==> src/rtl/instr_encoder_if.sv <==
// Request and instruction-memory write channels of the RV32I instruction encoder.
// The slave modport is the encoder side; master is the producer/memory side.
interface instr_encoder_if #(
  parameter int unsigned ADDR_WIDTH = 6
) ();
  logic                  in_valid;
  logic                  in_ready;
  logic [1:0]            in_kind;
  logic [2:0]            in_func3;
  logic [6:0]            in_func7;
  logic [4:0]            in_rd;
  logic [4:0]            in_rs1;
  logic [4:0]            in_rs2;
  logic [31:0]           in_imm;
  logic                  out_valid;
  logic                  out_ready;
  logic [ADDR_WIDTH-1:0] out_addr;
  logic [31:0]           out_word;
  logic [ADDR_WIDTH:0]   word_count;
  logic                  full;
  logic                  err;

  modport slave (
    input  in_valid, in_kind, in_func3, in_func7, in_rd, in_rs1, in_rs2, in_imm, out_ready,
    output in_ready, out_valid, out_addr, out_word, word_count, full, err
  );

  modport master (
    output in_valid, in_kind, in_func3, in_func7, in_rd, in_rs1, in_rs2, in_imm, out_ready,
    input  in_ready, out_valid, out_addr, out_word, word_count, full, err
  );
endinterface

==> src/rtl/instr_encoder.sv <==
// Streaming RV32I encoder (load/store/R-type/branch) writing sequential instruction-memory words.
// Optional immediate range checking is enabled by defining INSTR_ENCODER_RANGE_CHECK_EN.
module instr_encoder #(
  parameter int unsigned ADDR_WIDTH = 6
) (
  input logic               clk,
  input logic               rst,
  input logic               clear,
  instr_encoder_if.slave    bus
);
  localparam int unsigned Depth = 2 ** ADDR_WIDTH;

  logic                  out_valid_q, out_valid_d;
  logic [31:0]           out_word_q, out_word_d;
  logic [ADDR_WIDTH-1:0] out_addr_q, out_addr_d;
  logic [ADDR_WIDTH:0]   count_q, count_d;
  logic [ADDR_WIDTH+1:0] occupancy;
  logic                  in_ready, accept, write, imm_err;
  logic [31:0]           enc_word;

  // Written words plus the pending one must stay below DEPTH so addresses never wrap.
  assign occupancy = {1'b0, count_q} + {{(ADDR_WIDTH + 1){1'b0}}, out_valid_q};
  assign in_ready  = !rst && !clear && (occupancy < (ADDR_WIDTH + 2)'(Depth)) &&
                     (!out_valid_q || bus.out_ready);
  assign accept    = bus.in_valid && in_ready;
  assign write     = out_valid_q && bus.out_ready;

  always_comb begin
    enc_word = '0;
    unique case (bus.in_kind)
      2'b00: enc_word = {bus.in_imm[11:0], bus.in_rs1, bus.in_func3, bus.in_rd, 7'b0000011};
      2'b01: enc_word = {bus.in_imm[11:5], bus.in_rs2, bus.in_rs1, bus.in_func3,
                         bus.in_imm[4:0], 7'b0100011};
      2'b10: enc_word = {bus.in_func7, bus.in_rs2, bus.in_rs1, bus.in_func3, bus.in_rd,
                         7'b0110011};
      2'b11: enc_word = {bus.in_imm[12], bus.in_imm[10:5], bus.in_rs2, bus.in_rs1,
                         bus.in_func3, bus.in_imm[4:1], bus.in_imm[11], 7'b1100011};
      default: enc_word = '0;
    endcase
  end

`ifdef INSTR_ENCODER_RANGE_CHECK_EN
  logic signed [31:0] imm_s;
  logic               err_q;

  assign imm_s = bus.in_imm;

  always_comb begin
    imm_err = 1'b0;
    unique case (bus.in_kind)
      2'b00, 2'b01: imm_err = (imm_s < -32'sd2048) || (imm_s > 32'sd2047);
      2'b11:        imm_err = (imm_s < -32'sd4096) || (imm_s > 32'sd4094) || bus.in_imm[0];
      default:      imm_err = 1'b0;
    endcase
  end

  // Sticky until reset; clear deliberately leaves it alone.
  always_ff @(posedge clk) begin
    if (rst) begin
      err_q <= 1'b0;
    end else if (accept && imm_err) begin
      err_q <= 1'b1;
    end
  end

  assign bus.err = err_q;
`else
  logic unused_imm;

  assign imm_err    = 1'b0;
  assign bus.err    = 1'b0;
  assign unused_imm = ^{bus.in_imm[31:13], bus.in_imm[0]};
`endif

  always_comb begin
    count_d     = count_q + {{ADDR_WIDTH{1'b0}}, write};
    out_valid_d = out_valid_q && !write;
    out_word_d  = out_word_q;
    out_addr_d  = out_addr_q;
    if (accept && !imm_err) begin
      out_valid_d = 1'b1;
      out_word_d  = enc_word;
      // Address follows the count after any write completing in this same cycle.
      out_addr_d  = count_d[ADDR_WIDTH-1:0];
    end
    if (clear) begin
      out_valid_d = 1'b0;
      count_d     = '0;
    end
  end

  always_ff @(posedge clk) begin
    if (rst) begin
      out_valid_q <= 1'b0;
      out_word_q  <= '0;
      out_addr_q  <= '0;
      count_q     <= '0;
    end else begin
      out_valid_q <= out_valid_d;
      out_word_q  <= out_word_d;
      out_addr_q  <= out_addr_d;
      count_q     <= count_d;
    end
  end

  assign bus.in_ready   = in_ready;
  assign bus.out_valid  = out_valid_q;
  assign bus.out_word   = out_word_q;
  assign bus.out_addr   = out_addr_q;
  assign bus.word_count = count_q;
  assign bus.full       = (count_q == (ADDR_WIDTH + 1)'(Depth));
endmodule

==> src/flat_wrapper.sv <==
// flat-port wrapper written by rule: the top's interface ports become plain ports
module instr_encoder_flat 
#(
  parameter int unsigned ADDR_WIDTH = 6
)
  (clk, rst, clear, bus_in_valid, bus_in_kind, bus_in_func3, bus_in_func7, bus_in_rd, bus_in_rs1, bus_in_rs2, bus_in_imm, bus_out_ready, bus_in_ready, bus_out_valid, bus_out_addr, bus_out_word, bus_word_count, bus_full, bus_err);
  instr_encoder_if #(.ADDR_WIDTH(ADDR_WIDTH)) bus_i ();
  input logic clk;
  input logic rst;
  input logic clear;
  input wire logic [$bits(bus_i.in_valid)-1:0] bus_in_valid;
  input wire logic [$bits(bus_i.in_kind)-1:0] bus_in_kind;
  input wire logic [$bits(bus_i.in_func3)-1:0] bus_in_func3;
  input wire logic [$bits(bus_i.in_func7)-1:0] bus_in_func7;
  input wire logic [$bits(bus_i.in_rd)-1:0] bus_in_rd;
  input wire logic [$bits(bus_i.in_rs1)-1:0] bus_in_rs1;
  input wire logic [$bits(bus_i.in_rs2)-1:0] bus_in_rs2;
  input wire logic [$bits(bus_i.in_imm)-1:0] bus_in_imm;
  input wire logic [$bits(bus_i.out_ready)-1:0] bus_out_ready;
  output wire logic [$bits(bus_i.in_ready)-1:0] bus_in_ready;
  output wire logic [$bits(bus_i.out_valid)-1:0] bus_out_valid;
  output wire logic [$bits(bus_i.out_addr)-1:0] bus_out_addr;
  output wire logic [$bits(bus_i.out_word)-1:0] bus_out_word;
  output wire logic [$bits(bus_i.word_count)-1:0] bus_word_count;
  output wire logic [$bits(bus_i.full)-1:0] bus_full;
  output wire logic [$bits(bus_i.err)-1:0] bus_err;
  assign bus_i.in_valid = bus_in_valid;
  assign bus_i.in_kind = bus_in_kind;
  assign bus_i.in_func3 = bus_in_func3;
  assign bus_i.in_func7 = bus_in_func7;
  assign bus_i.in_rd = bus_in_rd;
  assign bus_i.in_rs1 = bus_in_rs1;
  assign bus_i.in_rs2 = bus_in_rs2;
  assign bus_i.in_imm = bus_in_imm;
  assign bus_i.out_ready = bus_out_ready;
  assign bus_in_ready = bus_i.in_ready;
  assign bus_out_valid = bus_i.out_valid;
  assign bus_out_addr = bus_i.out_addr;
  assign bus_out_word = bus_i.out_word;
  assign bus_word_count = bus_i.word_count;
  assign bus_full = bus_i.full;
  assign bus_err = bus_i.err;
  instr_encoder #(.ADDR_WIDTH(ADDR_WIDTH)) u_core (.clk(clk), .rst(rst), .clear(clear), .bus(bus_i));
endmodule
==> config.mk <==
export PLATFORM = sky130hd
export DESIGN_NAME = instr_encoder_flat
export DESIGN_NICKNAME = d
export VERILOG_FILES = /design/src/rtl/instr_encoder_if.sv /design/src/rtl/instr_encoder.sv /design/src/flat_wrapper.sv
export SDC_FILE = /design/constraint.sdc
export NUM_CORES = 1
export LEC_CHECK = 0
export ABC_AREA = 0
export BUFFER_PORTS_ARGS = -buffer_cell sky130_fd_sc_hd__clkbuf_2
export CAP_MARGIN = 20
export CORE_MARGIN = 2
export CORE_UTILIZATION = 42
export DETAILED_ROUTE_END_ITERATION = 16
export PLACE_DENSITY_LB_ADDON = 0.2
export SETUP_SLACK_MARGIN = 0.2
export SLEW_MARGIN = 20
export SYNTH_ARGS = -nofsm -noshare
export SYNTH_HDL_FRONTEND = slang
export SYNTH_SLANG_ARGS = --single-unit
export TNS_END_PERCENT = 50
==> constraint.sdc <==
create_clock -name clk -period 3.1 [get_ports clk]
set_clock_uncertainty 0.1 [all_clocks]
set_input_delay 0.31 -clock clk [delete_from_list [all_inputs] [get_ports clk]]
set_output_delay 0.31 -clock clk [all_outputs]
set_load 0.01 [all_outputs]
==> out/results.ini, run 1 <==
[run_status]
status = finished, final reports clean

[worst_setup_path]
arrival_ns = 2.31
rrSetupSlack_ns = 0.82
crit_type = reg2reg
crit_required_ns = 3.13
startpoint_type = register
reg2reg_to = u_core.bus.out_word[23]$_SDFFE_PP0P_
crit_chain = and4_4, and4_1, nor2_2, a311oi_2
endpoint_kind = register
max_stage_delay_ns = 0.86
r2r_start = u_core.bus.word_count[4]$_SDFF_PP0_
slowest_stage = nor2_2
cp_max_fo = 20
rr_worst_depth = 4
startpoint = u_core.bus.word_count[4]$_SDFF_PP0_

[global_route]
antenna_found_initial = 0
grt_max_degree = 37
grt_pass1_wl_mm = 7.458
overflow = 0
grt_pass1_vias = 1566
grt_usage_pct = 18.07

[floorplan]
die_y_um = 72.80
pin_count = 113
die_area_sq_mm = 0.005300
num_rows = 25
start_util_pct = 42.95
coreArea_sq_mm = 0.004629
die_x_um = 72.80

[clocking]
cts_max_level = 2
insertion_delay_ns = 0.30
cts_inserted_buffers = 5
cts_root_buf = clkbuf_8
postCtsSetupRepairBufs = 0
cts_hold_buf = 0
clock_path_buffers = 2
cts_resized = 0
clk_pin_slew_ns = 0.08
cts_tree = built
clock-sinks = 43

[worst_hold_path]
hold_start = bus_in_rs1[1]
holdPathStages = 3
hold_class = in2reg
worstHoldEndpoint = u_core.bus.out_word[16]$_SDFFE_PP0P_

[synth]
synth.cell_area_sq_mm = 0.001988
syn_inst = 215
ys_top_cells_by_area = dfxtp_1, a21oi_1, mux2i_1
synth_top_area_share_pct = 43.30
synth_edf_count = 0
synth_warnings = 0
synthDistinctLibCells = 35
yosysTopAreaCell = dfxtp_1
ys_ff_latch = 43
synth-main-ff-cell = dfxtp_1
avgSynthCellArea_sq_um = 9.247
ys_seq_area_share_pct = 43.30
async_reset_ff_share_pct = 0

[power_and_ir_drop]
p_leak_nw = 1.091
p_per_area_mw_per_mm2 = 471.9
power_mw = 1.184
ir_drop_v = 0.0002249

[timing]
fmax_mhz = 439.1
rsz0062_at_grt = false
final-hold-violation-count = 0
drv_slew = 0
tightest_slew_ns = 1.016
min_period_over_period_pct = 73.46
fin_crit_ns = 2.277
tns_ns = 0
max_slew_margin_pct = 32.20
setup_ws_ns = 0.8228
setup_violations = 0

[route]
remaining_drc_errors = 0
wl_per_cell_um = 13.96
drtIter0Drc = 97
firstDrtPassIters = 4
routed_via_density = 5.347
top_layer_used = met4
routed-wl-met2_mm = 2.328
postRouteAntennaNets = 0
route.met3.wl_um = 292
finalWirelength_mm = 4.873
met1_length_mm = 2.196
vias = 1866

[final_layout]
fin_area_sq_mm = 0.002509
multi_input_area_sq_um = 982.2
nets = 360
antenna_cells = 0
syn2layout_area_growth_pct = 26.18
drive_gt1_share_pct = 40.00
n_fill_cell = 478
seqCellArea_sq_um = 860.8

[placement]
dp_hpwl_mm = 3.256
post-place-ws_ns = 0.8234
globalplace.congestion = 0.7384
numPortBuffers = 90
place_area_sq_mm = 0.002391

[run]
drv_cap = 0

## cells by family (layout without fill, tap and decap cells)
kind of cell	after synthesis	in the layout	synth area share [%]
AO/OA/AOI/OAI	77	77	25.05
XOR/XNOR	5	5	2.203
adder cells (fa/ha/maj)	2	2	1.258
buffers and inverters	24	102	7.678
flip-flops	43	43	43.30
multiplexers	12	12	6.042
other	1	3	0.1886
AND/OR/NAND/NOR	51	51	14.29
## layer usage
layer / global-route usage, % / up-vias
met3: 5.249 / 7
met1: 22.82 / 867
li1: - / 932
met5: 0 / -
met2: 29.80 / 60
met4: 5.556 / 0
## metrics by stage
| step | util [%] | instances | hold WS [ns] |
|---|---|---|---|
| final | 54.19 | 349 | 0.1390 |
| after global routing | 54.19 | 349 | 0.1369 |
| after CTS | 54.19 | 349 | 0.1326 |
| after detailed placement | 51.65 | 341 | 0.3679 |
| after global placement | 51.65 | 341 | 0.3589 |
| after floorplan | - | 217 | 0.3577 |
## synth_stat cells, types with 2 or more instances
master / instances
o21ai_0: 17
xor2_1: 4
buf_4: 7
mux2i_1: 12
a311oi_2: 5
ha_1: 2
buf_2: 2
dfxtp_1: 43
a211oi_1: 10
nand4_1: 2
buf_6: 4
o21ai_1: 2
clkbuf_1: 10
a21oi_1: 38
a211oi_2: 5
nor2_1: 9
nand2_1: 9
nand3_1: 14
and2_1: 4
## worst max-delay path, delay by kind of cell (launching register included)
| kind | cells | cell delay [ns] |
|---|---|---|
| simple gates | 3 | 1.44 |
| flops | 1 | 0.36 |
| compound gates | 1 | 0.20 |
## flip-flops by register name, summed over array words and instances (netlist names)
| register | count |
|---|---|
| u_core.bus.word_count | 7 |
| u_core.bus.out_addr | 6 |
| u_core.bus.out_word | 29 |
| u_core.bus.out_valid | 1 |
## worst max path at each step
stage                                                end  slack [ns]
floorplan                                       bus_full        1.31
global placement    u_core.bus.out_word[22]$_SDFFE_PP0P_        0.81
detailed placement  u_core.bus.out_word[23]$_SDFFE_PP0P_        0.82
CTS                 u_core.bus.out_word[23]$_SDFFE_PP0P_        0.80
global route        u_core.bus.out_word[23]$_SDFFE_PP0P_        0.68
finish              u_core.bus.out_word[23]$_SDFFE_PP0P_        0.82
## layout by cell type (no fill, tap or decap), drive strengths merged
cell    instances
nor4            1
buf             4
nor2b           1
clkbuf         96
nand4b          1
dfxtp          43
and2            4
a21oi          38
a311oi          5
nand2b          1
and4b           1
or4b            1
xnor2           1
o21ai          19
nand3          14
nor3            1
nor2           11
xor2            4
ha              2
and4            2
nand2           9
conb            3
bufinv          1
nand4           3
a211oi         15
or2             1
mux2i          12
clkinv          1
## cell type report
cell class                 instances  share of cell area [%]
multi-input combinational        150                   39.15
clock buffer                       6                   3.292
sequential                        43                   34.31
tap                               54                   2.693
clock inverter                     2                   1.397
timing repair buffer              94                   19.15
## power breakdown
group          total [mW]  switching, mW  internal, mW
clock network       0.458          0.197         0.261
registers           0.581        0.00963         0.571
logic               0.145         0.0800        0.0653
total                1.18          0.287         0.897
Power figures use the tool's default switching activity.
==> run 2, diff against run 1 <==
Settings changed: ABC_AREA 0 to 1.
Clock period 3.1 ns to 2.3 ns, I/O delays scaled along.
==> out/results.ini, run 2 <==
[run]
drv_cap = 0  ; unchanged

[clocking]
cts_resized = 0  ; unchanged
clock_path_buffers = 2  ; unchanged
cts_hold_buf = 0  ; unchanged
cts_root_buf = clkbuf_8  ; unchanged
insertion_delay_ns = 0.29  ; was 0.30 ns
cts_max_level = 2  ; unchanged
cts_tree = built  ; unchanged
postCtsSetupRepairBufs = 0  ; unchanged
cts_inserted_buffers = 5  ; unchanged
clock-sinks = 43  ; unchanged
clk_pin_slew_ns = 0.09  ; was 0.08 ns

[synth]
yosysTopAreaCell = dfxtp_1  ; unchanged
synth_warnings = 0  ; unchanged
ys_seq_area_share_pct = 35.17  ; was 43.30%
ys_top_cells_by_count = nand2_1, inv_1, nor2_1  ; was dfxtp_1, a21oi_1, o21ai_0
synth_most_common_cell = nand2_1  ; was dfxtp_1
synth_top_area_share_pct = 35.17  ; was 43.30%
synth.cell_area_sq_mm = 0.002447  ; was 0.001988 sq mm
ys_ff_latch = 43  ; unchanged
async_reset_ff_share_pct = 0  ; unchanged
syn_inst = 399  ; was 215
ys_top_cells_by_area = dfxtp_1, nand2_1, inv_1  ; was dfxtp_1, a21oi_1, mux2i_1
avgSynthCellArea_sq_um = 6.134  ; was 9.247 sq um
synth-main-ff-cell = dfxtp_1  ; unchanged
synth_edf_count = 0  ; unchanged
synthDistinctLibCells = 27  ; was 35

[route]
postRouteAntennaNets = 0  ; unchanged
remaining_drc_errors = 0  ; unchanged
vias = 2518  ; was 1866
drtIter0Drc = 115  ; was 97
wl_per_cell_um = 10.48  ; was 13.96 um
finalWirelength_mm = 5.839  ; was 4.873 mm
firstDrtPassIters = 4  ; unchanged
routed_via_density = 4.521  ; was 5.347

[worst_setup_path]
cp_max_fo = 14  ; was 20
crit_required_ns = 1.97  ; was 3.13 ns
crit_type = reg2out  ; was reg2reg
startpoint_type = register  ; unchanged
arrival_ns = 1.58  ; was 2.31 ns
endpoint_kind = output pin  ; was register

[timing]
setup_violations = 0  ; unchanged
fin_crit_ns = 1.914
fmax_mhz = 522.5
final-hold-violation-count = 0  ; unchanged
min_period_over_period_pct = 83.22
rsz0062_at_grt = false  ; unchanged
drv_slew = 0  ; unchanged
tns_ns = 0  ; unchanged

[power_and_ir_drop]
combPwrFrac_pct = 16.8  ; was 12.3%
netSwitchingFraction_pct = 26.95  ; was 24.20%
ir_drop_v = 0.0002444  ; was 0.0002249 V
p_per_area_mw_per_mm2 = 545.5  ; was 471.9 mW/mm^2
internal-power_mw = 1.217  ; was 897.4 uW
p_leak_nw = 1.770  ; was 1.091 nW
p_clk_share_pct = 35.6  ; was 38.7%
p_seq_share_pct = 47.6  ; was 49.1%
switchingPower_uw = 448.9  ; was 286.5 uW

[final_layout]
syn2layout_area_growth_pct = 24.74  ; was 26.18%
mostFrequentLayoutCells = nand2_1, inv_1, clkbuf_2, nor2_1, dfxtp_1  ; was clkbuf_2, dfxtp_1, a21oi_1, o21ai_0, nand3_1
antenna_cells = 0  ; unchanged
final_common_cell = nand2_1  ; was clkbuf_2
instances_no_fill = 557  ; was 349
n_fill_cell = 599  ; was 478
drive_gt1_share_pct = 23.71  ; was 40.00%
nets = 550  ; was 360
largest_reg_flops = 29  ; unchanged

[placement]
numPortBuffers = 90  ; unchanged
dp_hpwl_mm = 4.076  ; was 3.256 mm
globalplace.congestion = 0.7944  ; was 0.7384
dp.cells = 549  ; was 341

[floorplan]
num_rows = 27  ; was 25
die_x_um = 80.34  ; was 72.80 um
coreArea_sq_mm = 0.005574  ; was 0.004629 sq mm
pin_count = 113  ; unchanged
die_y_um = 80.34  ; was 72.80 um
die_area_sq_mm = 0.006454  ; was 0.005300 sq mm
start_util_pct = 43.91  ; was 42.95%

[global_route]
grt_pass1_vias = 2289  ; was 1566
grt_pass1_wl_mm = 9.867  ; was 7.458 mm
overflow = 0  ; unchanged
grt_usage_pct = 19.21  ; was 18.07%
grt_max_degree = 35  ; was 37
antenna_found_initial = 0  ; unchanged

[run_status]
status = finished, final reports clean  ; unchanged

[worst_hold_path]
hold_class = in2reg  ; unchanged

==> run 2: changes by cell type after synthesis, sizes merged, moves of 3 or more <==
cell / delta
a211oi: -14
nor2: +46
a311oi: -5
o21ai: -15
buf: +5
mux2i: -8
nand4: +32
xor2: -3
a21oi: -30
clkbuf: -7
nand3: -10
inv: +105
nand2: +99
and2: -4
==> run 2: final timing paths <==
kind | startpoint | end | slack (ns) | cells after the start
worst max-delay path | u_core.bus.word_count[3]$_SDFF_PP0_ | bus_in_ready | 0.39 | 7
worst min-delay path | rst | u_core.bus.out_word[1]$_SDFFE_PP0P_ | 0.02 | 2
worst max register to register | u_core.bus.word_count[3]$_SDFF_PP0_ | u_core.bus.out_word[10]$_SDFFE_PP0P_ | 0.50 | 9
worst min register to register | u_core.bus.out_word[1]$_SDFFE_PP0P_ | u_core.bus.out_word[1]$_SDFFE_PP0P_ | 0.37 | 2
==> run 2: power by group through the flow <==
stage | sequential [mW] | clock (mW) | combinational, mW
floorplan | 0.825 | 0 | 0.166
global placement | 0.810 | 0 | 0.279
detailed placement | 0.811 | 0 | 0.282
CTS | 0.793 | 0.618 | 0.283
global route | 0.797 | 0.647 | 0.324
finish | 0.793 | 0.592 | 0.280
==> run 2: per-layer routing <==
metal	up-vias	routed length [um]	track usage [%]
met2	76	2712	34.17
met1	1086	2714	23.30
li1	1350	-	-
met4	0	62	5.593
met5	-	0	0
met3	6	348	3.820
==> run 2: final cells by class <==
cell class              count  area [sq um]  area share [%]
flip-flops and latches     43         860.8           28.20
well taps                  72         90.09           2.951
inverters                 105         394.1           12.91
clock inverters             3         43.79           1.434
clock buffers               5         68.82           2.254
multi-input cells         231          1072           35.12
repair buffers             98         523.0           17.13
==> run 2: logic make-up after synthesis <==
family          count (synthesis)  share of synthesized area (%)
other cells                     1                         0.1532
simple gates                  207                          37.22
xor+xnor                        2                         0.7159
fa+ha+maj                       2                          1.022
buf+inv                       127                          21.32
mux                             4                          1.636
compound gates                 13                          2.761
flops                          43                          35.17
==> run 2: critical path, stage by stage, from the launching register on <==
cell and delay [ns]:
dfxtp_1 0.47, inv_2 0.06, nor2_2 0.15, nand2_1 0.12
nand2_4 0.18, nand2_1 0.07, nor2_1 0.10, clkbuf_2 0.14
==> run 2: per-stage QoR <==
| step | setup WS, ns | power [mW] | hold slack [ns] | cell area, sq um | util [%] |
|---|---|---|---|---|---|
| 6_report | 0.3860 | 1.665 | 0.02072 | 3053 | 54.77 |
| 5_1_grt | 0.2391 | 1.769 | 0.01898 | 3053 | 54.77 |
| 4_1_cts | 0.3651 | 1.694 | 0.01702 | 3053 | 54.77 |
| 3_5_place_dp | 0.5319 | 1.093 | 0.3388 | 2940 | 52.75 |
| 3_3_place_gp | 0.5315 | 1.088 | 0.3274 | 2940 | 52.75 |
| 2_1_floorplan | 0.6899 | 0.9911 | 0.1991 | 2455 | - |
==> run 3, diff against run 2 <==
Settings changed: ABC_AREA 1 to 0, CORE_UTILIZATION 42 to 39.
Clock period 2.3 ns to 1.6 ns, I/O delays scaled along.
==> out/results.ini, run 3 (synthesis results as in run 1) <==
[route]
drtIter0Drc = 129  ; was 115
routed_via_density = 5.134  ; was 4.521
wl_per_cell_um = 15.11  ; was 10.48 um
postRouteAntennaNets = 0  ; unchanged
finalWirelength_mm = 5.985  ; was 5.839 mm
firstDrtPassIters = 4  ; unchanged
remaining_drc_errors = 0  ; unchanged
vias = 2033  ; was 2518

[floorplan]
die_x_um = 75.40  ; was 80.34 um
die_area_sq_mm = 0.005685  ; was 0.006454 sq mm
die_y_um = 75.40  ; was 80.34 um
start_util_pct = 41.27  ; was 43.91%
num_rows = 25  ; was 27
coreArea_sq_mm = 0.004817  ; was 0.005574 sq mm
pin_count = 113  ; unchanged

[timing]
tightest_slew_ns = 0.5099
max_slew_margin_pct = 65.88
fmax_mhz = 582.7
drv_slew = 0  ; unchanged
rsz0062_at_grt = true  ; was false
timing.hold.ws_ns = 0.03848  ; was 0.02072 ns
setup_ws_ns = -0.1160  ; was 0.3860 ns
setup_violations = 2  ; was 0
fin_crit_ns = 1.716
min_period_over_period_pct = 107.3
final-hold-violation-count = 0  ; unchanged

[power_and_ir_drop]
p_per_area_mw_per_mm2 = 773.5  ; was 545.5 mW/mm^2
p_seq_share_pct = 44.5  ; was 47.6%
internal-power_mw = 1.926  ; was 1.217 mW
netSwitchingFraction_pct = 24.03  ; was 26.95%
ir_drop_v = 0.0004358  ; was 0.0002444 V
p_leak_nw = 1.384  ; was 1.770 nW
p_clk_share_pct = 40.0  ; was 35.6%
switchingPower_uw = 609.0  ; was 448.9 uW
combPwrFrac_pct = 15.5  ; was 16.8%

[final_layout]
instances_no_fill = 396  ; was 557
drive_gt1_share_pct = 58.97  ; was 23.71%
mostFrequentLayoutCells = clkbuf_2, dfxtp_1, o21ai_0, a21oi_2, a21oi_1  ; was nand2_1, inv_1, clkbuf_2, nor2_1, dfxtp_1
largest_reg_flops = 29  ; unchanged
nets = 394  ; was 550
antenna_cells = 0  ; unchanged
final_common_cell = clkbuf_2  ; was nand2_1
syn2layout_area_growth_pct = 64.82  ; was 24.74%
fin_util_pct = 68.03  ; was 54.77%

[placement]
globalplace.congestion = 0.7575  ; was 0.7944
dp_hpwl_mm = 3.512  ; was 4.076 mm
post-place-ws_ns = -0.1247  ; was 0.5319 ns
dp.cells = 366  ; was 549
numPortBuffers = 90  ; unchanged

[global_route]
grt_pass1_wl_mm = 9.094  ; was 9.867 mm
antenna_found_initial = 0  ; unchanged
grt_pass1_vias = 1914  ; was 2289
overflow = 0  ; unchanged
grt_usage_pct = 21.03  ; was 19.21%
grt_max_degree = 37  ; was 35

[worst_hold_path]
hold_class = in2reg  ; unchanged
holdPathStages = 3  ; was 2

[run_status]
violations = negative setup slack
status = finished, violations left  ; was finished, final reports clean

[worst_setup_path]
endpoint_kind = output pin  ; unchanged
arrival_ns = 1.46  ; was 1.58 ns
crit_type = reg2out  ; unchanged
startpoint_type = register  ; unchanged
crit_required_ns = 1.34  ; was 1.97 ns
cp_max_fo = 3  ; was 14
rr_worst_depth = 6  ; was 9

[clocking]
clock_path_buffers = 2  ; unchanged
cts_max_level = 2  ; unchanged
cts_inserted_buffers = 5  ; unchanged
clock-sinks = 43  ; unchanged
insertion_delay_ns = 0.30  ; was 0.29 ns
clk_pin_slew_ns = 0.08  ; was 0.09 ns
cts_root_buf = clkbuf_8  ; unchanged
cts_tree = built  ; unchanged

[run]
drv_cap = 0  ; unchanged

-- run 3: cell types whose count changed in the layout (fill, tap and decap cells not counted), moves of 13 or more --
| cell | before | now |
|---|---|---|
| inv_1 | 103 | 0 |
| nand2_1 | 106 | 7 |
| nor2_1 | 54 | 9 |
| nand4_1 | 34 | 2 |
| a21oi_2 | 0 | 16 |
| a211oi_2 | 0 | 13 |
| o21ai_0 | 4 | 17 |
-- run 3: worst max-delay path: stages (launching register included) --
cell and delay, ns:
dfxtp_2 0.33, or4b_4 0.54, nor4_4 0.13, buf_2 0.16
-- run 3: worst paths after layout --
path         slack (ns)                                    to                           startpoint
max               -0.12                              bus_full  u_core.bus.word_count[5]$_SDFF_PP0_
min                0.04  u_core.bus.out_word[22]$_SDFFE_PP0P_                        bus_in_imm[2]
max reg2reg        0.03  u_core.bus.out_word[22]$_SDFFE_PP0P_  u_core.bus.word_count[6]$_SDFF_PP0_
min reg2reg        0.38   u_core.bus.out_addr[0]$_SDFFE_PP0P_  u_core.bus.out_addr[0]$_SDFFE_PP0P_
-- run 3: power groups by stage --
stage | logic (mW) | clock network [mW] | registers (mW)
after floorplan | 0.167 | 0 | 1.16
after global placement | 0.298 | 0 | 1.14
after detailed placement | 0.301 | 0 | 1.14
after CTS | 0.379 | 1.02 | 1.13
after global routing | 0.430 | 1.08 | 1.13
final | 0.393 | 1.01 | 1.13
-- run 3: per-stage QoR --
step	cell area (sq um)	power, mW	setup TNS, ns
global route	3277	2.636	-0.3776
CTS	3154	2.527	-0.2047
finish	3277	2.535	-0.1423
global placement	2595	1.443	-1.320
floorplan	2076	1.328	0
detailed placement	2595	1.446	-1.608
-- run 3: routing by layer --
metal / part of all wire, % / track usage (%)
met2: 50 / 33.91
met4: 1.1 / 7.407
met5: 0 / 0
met1: 42 / 27.89
met3: 6.4 / 4.497
-- run 3: repair_timing --
| item | 4_1_cts | 5_1_grt |
|---|---|---|
| hold endpoints to repair | 8 | 0 |
| hold buffers | 8 | 0 |
| gates resized for setup | 46 | 18 |
| pin swaps | 16 | 11 |
| endpoints found under the setup margin | 38 | 43 |
| buffers inserted | 8 | 2 |
| cloned | 3 | 1 |
-- run 3: final cells by class --
class / instances / area, sq um
timing repair buffer: 127 / 893.4
multi-input combinational: 151 / 1282
clock inverter: 3 / 66.31
tap: 67 / 83.83
clock buffer: 5 / 68.82
sequential: 43 / 882.1
fill: 409 / 1540
